`config.mk`:
```
export PLATFORM = sky130hd
export DESIGN_NAME = fold_sig_compactor
export DESIGN_NICKNAME = d
export VERILOG_FILES = /design/src/rtl/fold_sig_pkg.sv /design/src/rtl/fold_sig_compactor_misr.sv /design/src/rtl/fold_sig_compactor.sv
export SDC_FILE = /design/constraint.sdc
export NUM_CORES = 1
export LEC_CHECK = 0
export CAP_MARGIN = 30
export CORE_MARGIN = 5
export CORE_UTILIZATION = 30
export DETAILED_ROUTE_END_ITERATION = 8
export PLACE_DENSITY = 0.66
export SLEW_MARGIN = 15
export SYNTH_ARGS = -nofsm -noshare
export SYNTH_HDL_FRONTEND = slang
export SYNTH_HIERARCHICAL = 1
export SYNTH_SLANG_ARGS = --single-unit
```
`constraint.sdc`:
```
create_clock -name clk -period 1.9 [get_ports clk]
set_input_delay 0.38 -clock clk [delete_from_list [all_inputs] [get_ports clk]]
set_output_delay 0.38 -clock clk [all_outputs]
set_load 0.01 [all_outputs]
```
`src/rtl/fold_sig_pkg.sv`:
```
// Shared types and helpers for the folded-signature compactor.
// MISR step function and default polynomial/seed constants.
package fold_sig_pkg;

    typedef enum logic {
        ACCUM = 1'b0,
        DONE  = 1'b1
    } state_t;

    localparam logic [7:0] DEF_POLY = 8'h1D;
    localparam logic [7:0] DEF_SEED = 8'h00;

    function automatic logic [7:0] misr8_step(
        input logic [7:0] s,
        input logic [7:0] d,
        input logic [7:0] poly
    );
        return {s[6:0], 1'b0} ^ (s[7] ? poly : 8'h00) ^ d;
    endfunction

endpackage

```
`src/rtl/fold_sig_compactor_misr.sv`:
```
// 8-bit MISR with seed reload and enable.
// sig_nxt exposes the post-update value for the registered compare.
module fold_misr8
    import fold_sig_pkg::*;
#(
    parameter logic [7:0] POLY = DEF_POLY,
    parameter logic [7:0] SEED = DEF_SEED
) (
    input  logic       clk,
    input  logic       rst,
    input  logic       load_seed,
    input  logic       enable,
    input  logic [7:0] data,
    output logic [7:0] sig,
    output logic [7:0] sig_nxt
);

    assign sig_nxt = misr8_step(sig, data, POLY);

    always_ff @(posedge clk) begin
        if (rst || load_seed) begin
            sig <= SEED;
        end else if (enable) begin
            sig <= sig_nxt;
        end
    end

endmodule

```
`src/rtl/fold_sig_compactor.sv`:
```
// Frame compactor: two MISRs over folded aa/bb words, valid/ready result.
// Optional mismatch counter: define FOLD_SIG_MISMATCH_CNT_EN.
module fold_sig_compactor
    import fold_sig_pkg::*;
#(
    parameter int         FRAME_LEN = 16,
    parameter logic [7:0] POLY      = DEF_POLY,
    parameter logic [7:0] SEED      = DEF_SEED,
    parameter int         CNT_W     = 8
) (
    input  logic             clk,
    input  logic             rst,
    input  logic             in_valid,
    output logic             in_ready,
    input  logic [7:0]       aa,
    input  logic [7:0]       bb,
    input  logic             flush,
    output logic             out_valid,
    input  logic             out_ready,
    output logic [7:0]       sig_a,
    output logic [7:0]       sig_b,
    output logic             sig_match,
`ifdef FOLD_SIG_MISMATCH_CNT_EN
    output logic [CNT_W-1:0] mismatch_cnt,
`endif
    output logic [CNT_W-1:0] sample_cnt
);

    state_t           state_q;
    state_t           state_d;
    logic             accept;
    logic             load;
    logic [CNT_W-1:0] cnt_nxt;
    logic [7:0]       a_nxt;
    logic [7:0]       b_nxt;

    assign in_ready  = (state_q == ACCUM);
    assign out_valid = (state_q == DONE);
    assign accept    = in_valid & in_ready;
    assign cnt_nxt   = sample_cnt + 1'b1;

    always_comb begin
        state_d = state_q;
        load    = 1'b0;
        unique case (state_q)
            ACCUM: begin
                if ((accept && cnt_nxt == CNT_W'(FRAME_LEN)) ||
                    (flush && (sample_cnt != '0 || accept))) begin
                    state_d = DONE;
                end
            end
            DONE: begin
                if (out_ready) begin
                    state_d = ACCUM;
                    load    = 1'b1;
                end
            end
            default: state_d = ACCUM;
        endcase
    end

    always_ff @(posedge clk) begin
        if (rst) begin
            state_q <= ACCUM;
        end else begin
            state_q <= state_d;
        end
    end

    // Compare tracks the post-update signatures so it is ready with them.
    always_ff @(posedge clk) begin
        if (rst || load) begin
            sample_cnt <= '0;
            sig_match  <= 1'b1;
        end else if (accept) begin
            sample_cnt <= cnt_nxt;
            sig_match  <= (a_nxt == b_nxt);
        end
    end

`ifdef FOLD_SIG_MISMATCH_CNT_EN
    always_ff @(posedge clk) begin
        if (rst || load) begin
            mismatch_cnt <= '0;
        end else if (accept && aa != bb) begin
            mismatch_cnt <= mismatch_cnt + 1'b1;
        end
    end
`endif

    fold_misr8 #(
        .POLY (POLY),
        .SEED (SEED)
    ) u_misr_a (
        .clk       (clk),
        .rst       (rst),
        .load_seed (load),
        .enable    (accept),
        .data      (aa),
        .sig       (sig_a),
        .sig_nxt   (a_nxt)
    );

    fold_misr8 #(
        .POLY (POLY),
        .SEED (SEED)
    ) u_misr_b (
        .clk       (clk),
        .rst       (rst),
        .load_seed (load),
        .enable    (accept),
        .data      (bb),
        .sig       (sig_b),
        .sig_nxt   (b_nxt)
    );

endmodule

```
==> run_results.csv <==
group,metric,value,unit
worst_setup_path,endpoint_kind,"output port",
synthesis,synth_cell_types,30,
die,dieArea,0.00630,sq mm
global_routing,grt_max_degree,16,
synthesis,synth_edf_count,0,
finish,syn2layout_area_growth,43.5,%
worst_setup_path,required,1.52,ns
route,vias,1163,
route,drtAntennaViolNets,0,
worst_setup_path,path_max_fanout,8,
synthesis,yosysSeqAreaShare,0.361,
pwr,swShare,0.263,
timing,finalCritPeriodShare,0.916,
pwr,power_frac_comb,0.299,
cts,numCtsBuffers,3,
global_routing,grt_usage,0.112,
synthesis,synthMuxAreaShare,0.111,
cts,cts-root-buf,"clkbuf_8",
finish,post-route-util,0.441,
global_routing,grt_pass1_wl,5.65,mm
timing,setup_viol,0,
pwr,p_per_area,754,mW/mm^2
timing,relSlewSlack,0.806,
synthesis,synthesis.area,0.00144,sq mm
synthesis,synthAdderAreaFrac,0.0173,
route,dr.pass1.iters,4,
die,rows,25,
timing,max_freq,574,MHz
cts,path_clk_slew,0.09,ns
synthesis,synth_top_family_by_area,"XOR/XNOR gates",
pwr,p_int,1.15,mW
route,drc,0,
timing,slew_violations,0,
cts,cts_sinks,26,
global_routing,overflow,0,
finish,stdcell_area,0.00207,sq mm
die,coreArea,0.00469,sq mm
place,portBuffers,47,
synthesis,synth_xor_area_frac,0.262,
timing,finalHoldViolations,0,
finish,final_nets,220,
place,dp.cells,246,
route,drt_iter0_markers,76,
place,hpwl,2.57,mm
synthesis,ys_top_cells_by_count,"dfxtp_1 (26), nor2_1 (23), xor2_1 (22)",
min_path,hold_path_startpoint,"sig_match",
timing,rsz0062_at_grt,"false",
synthesis,synth_compound_area_frac,0.0347,
cts,cts_setup_buffers,0,
worst_setup_path,crit_slowest_cell,"clkdlybuf4s50_1",
synthesis,yosys_warnings,6,
timing,worst_pin_slew,0.290,ns
cts,cts_tree,"done",
die,io_pins,48,
worst_setup_path,path_cells,"clkdlybuf4s50_1",
route,routed_wl,3.33,mm
synthesis,synthArstFlopShare,0,
pwr,power,1.56,mW
place,place_area,0.00200,sq mm
finish,drive_gt1_frac,0.117,
pwr,power_leakage,0.845,nW
route,avgRoutedWirePerCell,13.3,microns
cts,clockBufferDepth,2,
worst_setup_path,critPathKind,"reg2out",
cts,cts_max_level,1,
synthesis,synth_top_cell_area_share,0.361,
cts,clk_latency,0.27,ns
synthesis,syn-instance-count,144,
synthesis,synth.most_common_cell,"dfxtp_1",
min_path,worstHoldPathType,"reg2reg",
worst_setup_path,r2r-start,"u_misr_b/sig[7]",
route,viasPerCell,4.65,
synthesis,synth_largest_area_cell,"dfxtp_1",
synthesis,avgSynthCellArea,10.0,sq um
pwr,peakVddDrop,0.552,mV
place,preCtsSetupSlack,-0.0970,ns
timing,fin_worst_skew,0.00218,ns
pwr,power.switching,0.411,mW
pwr,p_seq_frac,0.406,
worst_setup_path,crit_family,"buffers and inverters",
die,initial_core_util,0.307,
pwr,p_clk_frac,0.295,
worst_setup_path,startpoint,"sample_cnt[2]",
global_routing,antenna_found_initial,0,
die,die_h,79.3,microns
status,run_status,"finished clean",
flow_run,max-cap-violations,0,
timing,tns,0,ns
worst_setup_path,start_kind,"register",
synthesis,yosys.area_share.simple,0.175,
timing,fin_ws,0.159,ns
die,die_w,79.3,microns
global_routing,first_global_vias,1175,
timing,fin_hold_ws,0.527,ns
synthesis,synth_area_leaders,"dfxtp_1 (36%), xor2_1 (13%), mux2i_1 (11%)",
worst_setup_path,worstPathArrival,1.36,ns
timing,final.min_clock_period,1.74,ns
synthesis,synth-seq-cells,26,
finish,fin_cells,250,
finish,antenna_cells,0,
synthesis,synth_nets,167,
worst_setup_path,crit_buf_inv,1,
place,gp_congestion,0.783,
synthesis,synth_flop_cell,"dfxtp_1",
worst_setup_path,max_stage_delay,0.60,ns
-- power groups by stage --
stage	Clock (mW)	Sequential, mW	Combinational (mW)
finish	0.460	0.634	0.467
CTS	0.476	0.635	0.475
global placement	0	0.647	0.469
detailed placement	0	0.647	0.470
global route	0.505	0.644	0.514
floorplan	0	0.660	0.264
-- registers in the layout, summed over array words and instances (netlist names) --
register	cells
sample_cnt	8
u_misr_a/sig	8
u_misr_b/sig	8
out_valid	1
sig_match	1
-- cells by family (layout without fill, tap and decap cells) --
| logic type | after synthesis | count (layout) |
|---|---|---|
| and+or+nand+nor | 51 | 51 |
| xor gates and xnor gates | 32 | 32 |
| DFF | 26 | 26 |
| muxes | 16 | 16 |
| buffers and inverters | 9 | 61 |
| AOI/OAI and AO/OA | 8 | 8 |
| adders and majority gates | 2 | 2 |
-- cells in the final DEF, fill, tap and decap left out, drive strengths merged, types with 2 or more instances in the layout --
master / synthesis / layout
clkbuf: 2 / 3
xor3: 6 / 6
ha: 2 / 2
dfxtp: 26 / 26
nand3: 3 / 3
mux2i: 16 / 16
inv: 4 / 4
xor2: 22 / 22
or2: 3 / 3
buf: 3 / 6
nand4: 4 / 4
nand2: 8 / 8
clkdlybuf4s50: 0 / 47
xnor2: 4 / 4
nor2: 23 / 23
a21oi: 5 / 5
-- layer usage --
| metal | wire (microns) | GRT usage |
|---|---|---|
| met5 | 0 | 0 |
| met2 | 1520 | 0.184 |
| met3 | 271 | 0.0385 |
| met1 | 1540 | 0.146 |
| met4 | 0 | 0.0155 |
-- worst register-to-register path: stages, from the launching register on --
cell and delay (ns):
dfxtp_1 0.39, xor3_2 0.47, xor2_1 0.17, nor4_1 0.26, nand4_1 0.15, o31ai_1 0.21
-- path summary, 6_finish.rpt --
check | endpoint | slack [ns] | cells past startpoint
worst min register to register | sig_match | 0.53 | 2
worst max register to register | sig_match | 0.18 | 5
worst max-delay path | sample_cnt[2] | 0.16 | 1
worst min-delay path | sig_match | 0.53 | 2
-- what timing repair did --
item,CTS,global route
setup endpoints to repair,0,1
gates resized for setup,0,1
hold buffers,0,0
-- cell type report --
class	count	area, sq um
Inverter	4	15.0
Timing Repair Buffer	53	528
Clock buffer	3	41.3
Tap cell	54	67.6
Sequential cell	26	522
Fill cell	479	2620
Multi-Input combinational cell	109	866
Clock inverter	1	30.0
(Power assumes the default switching activity.)
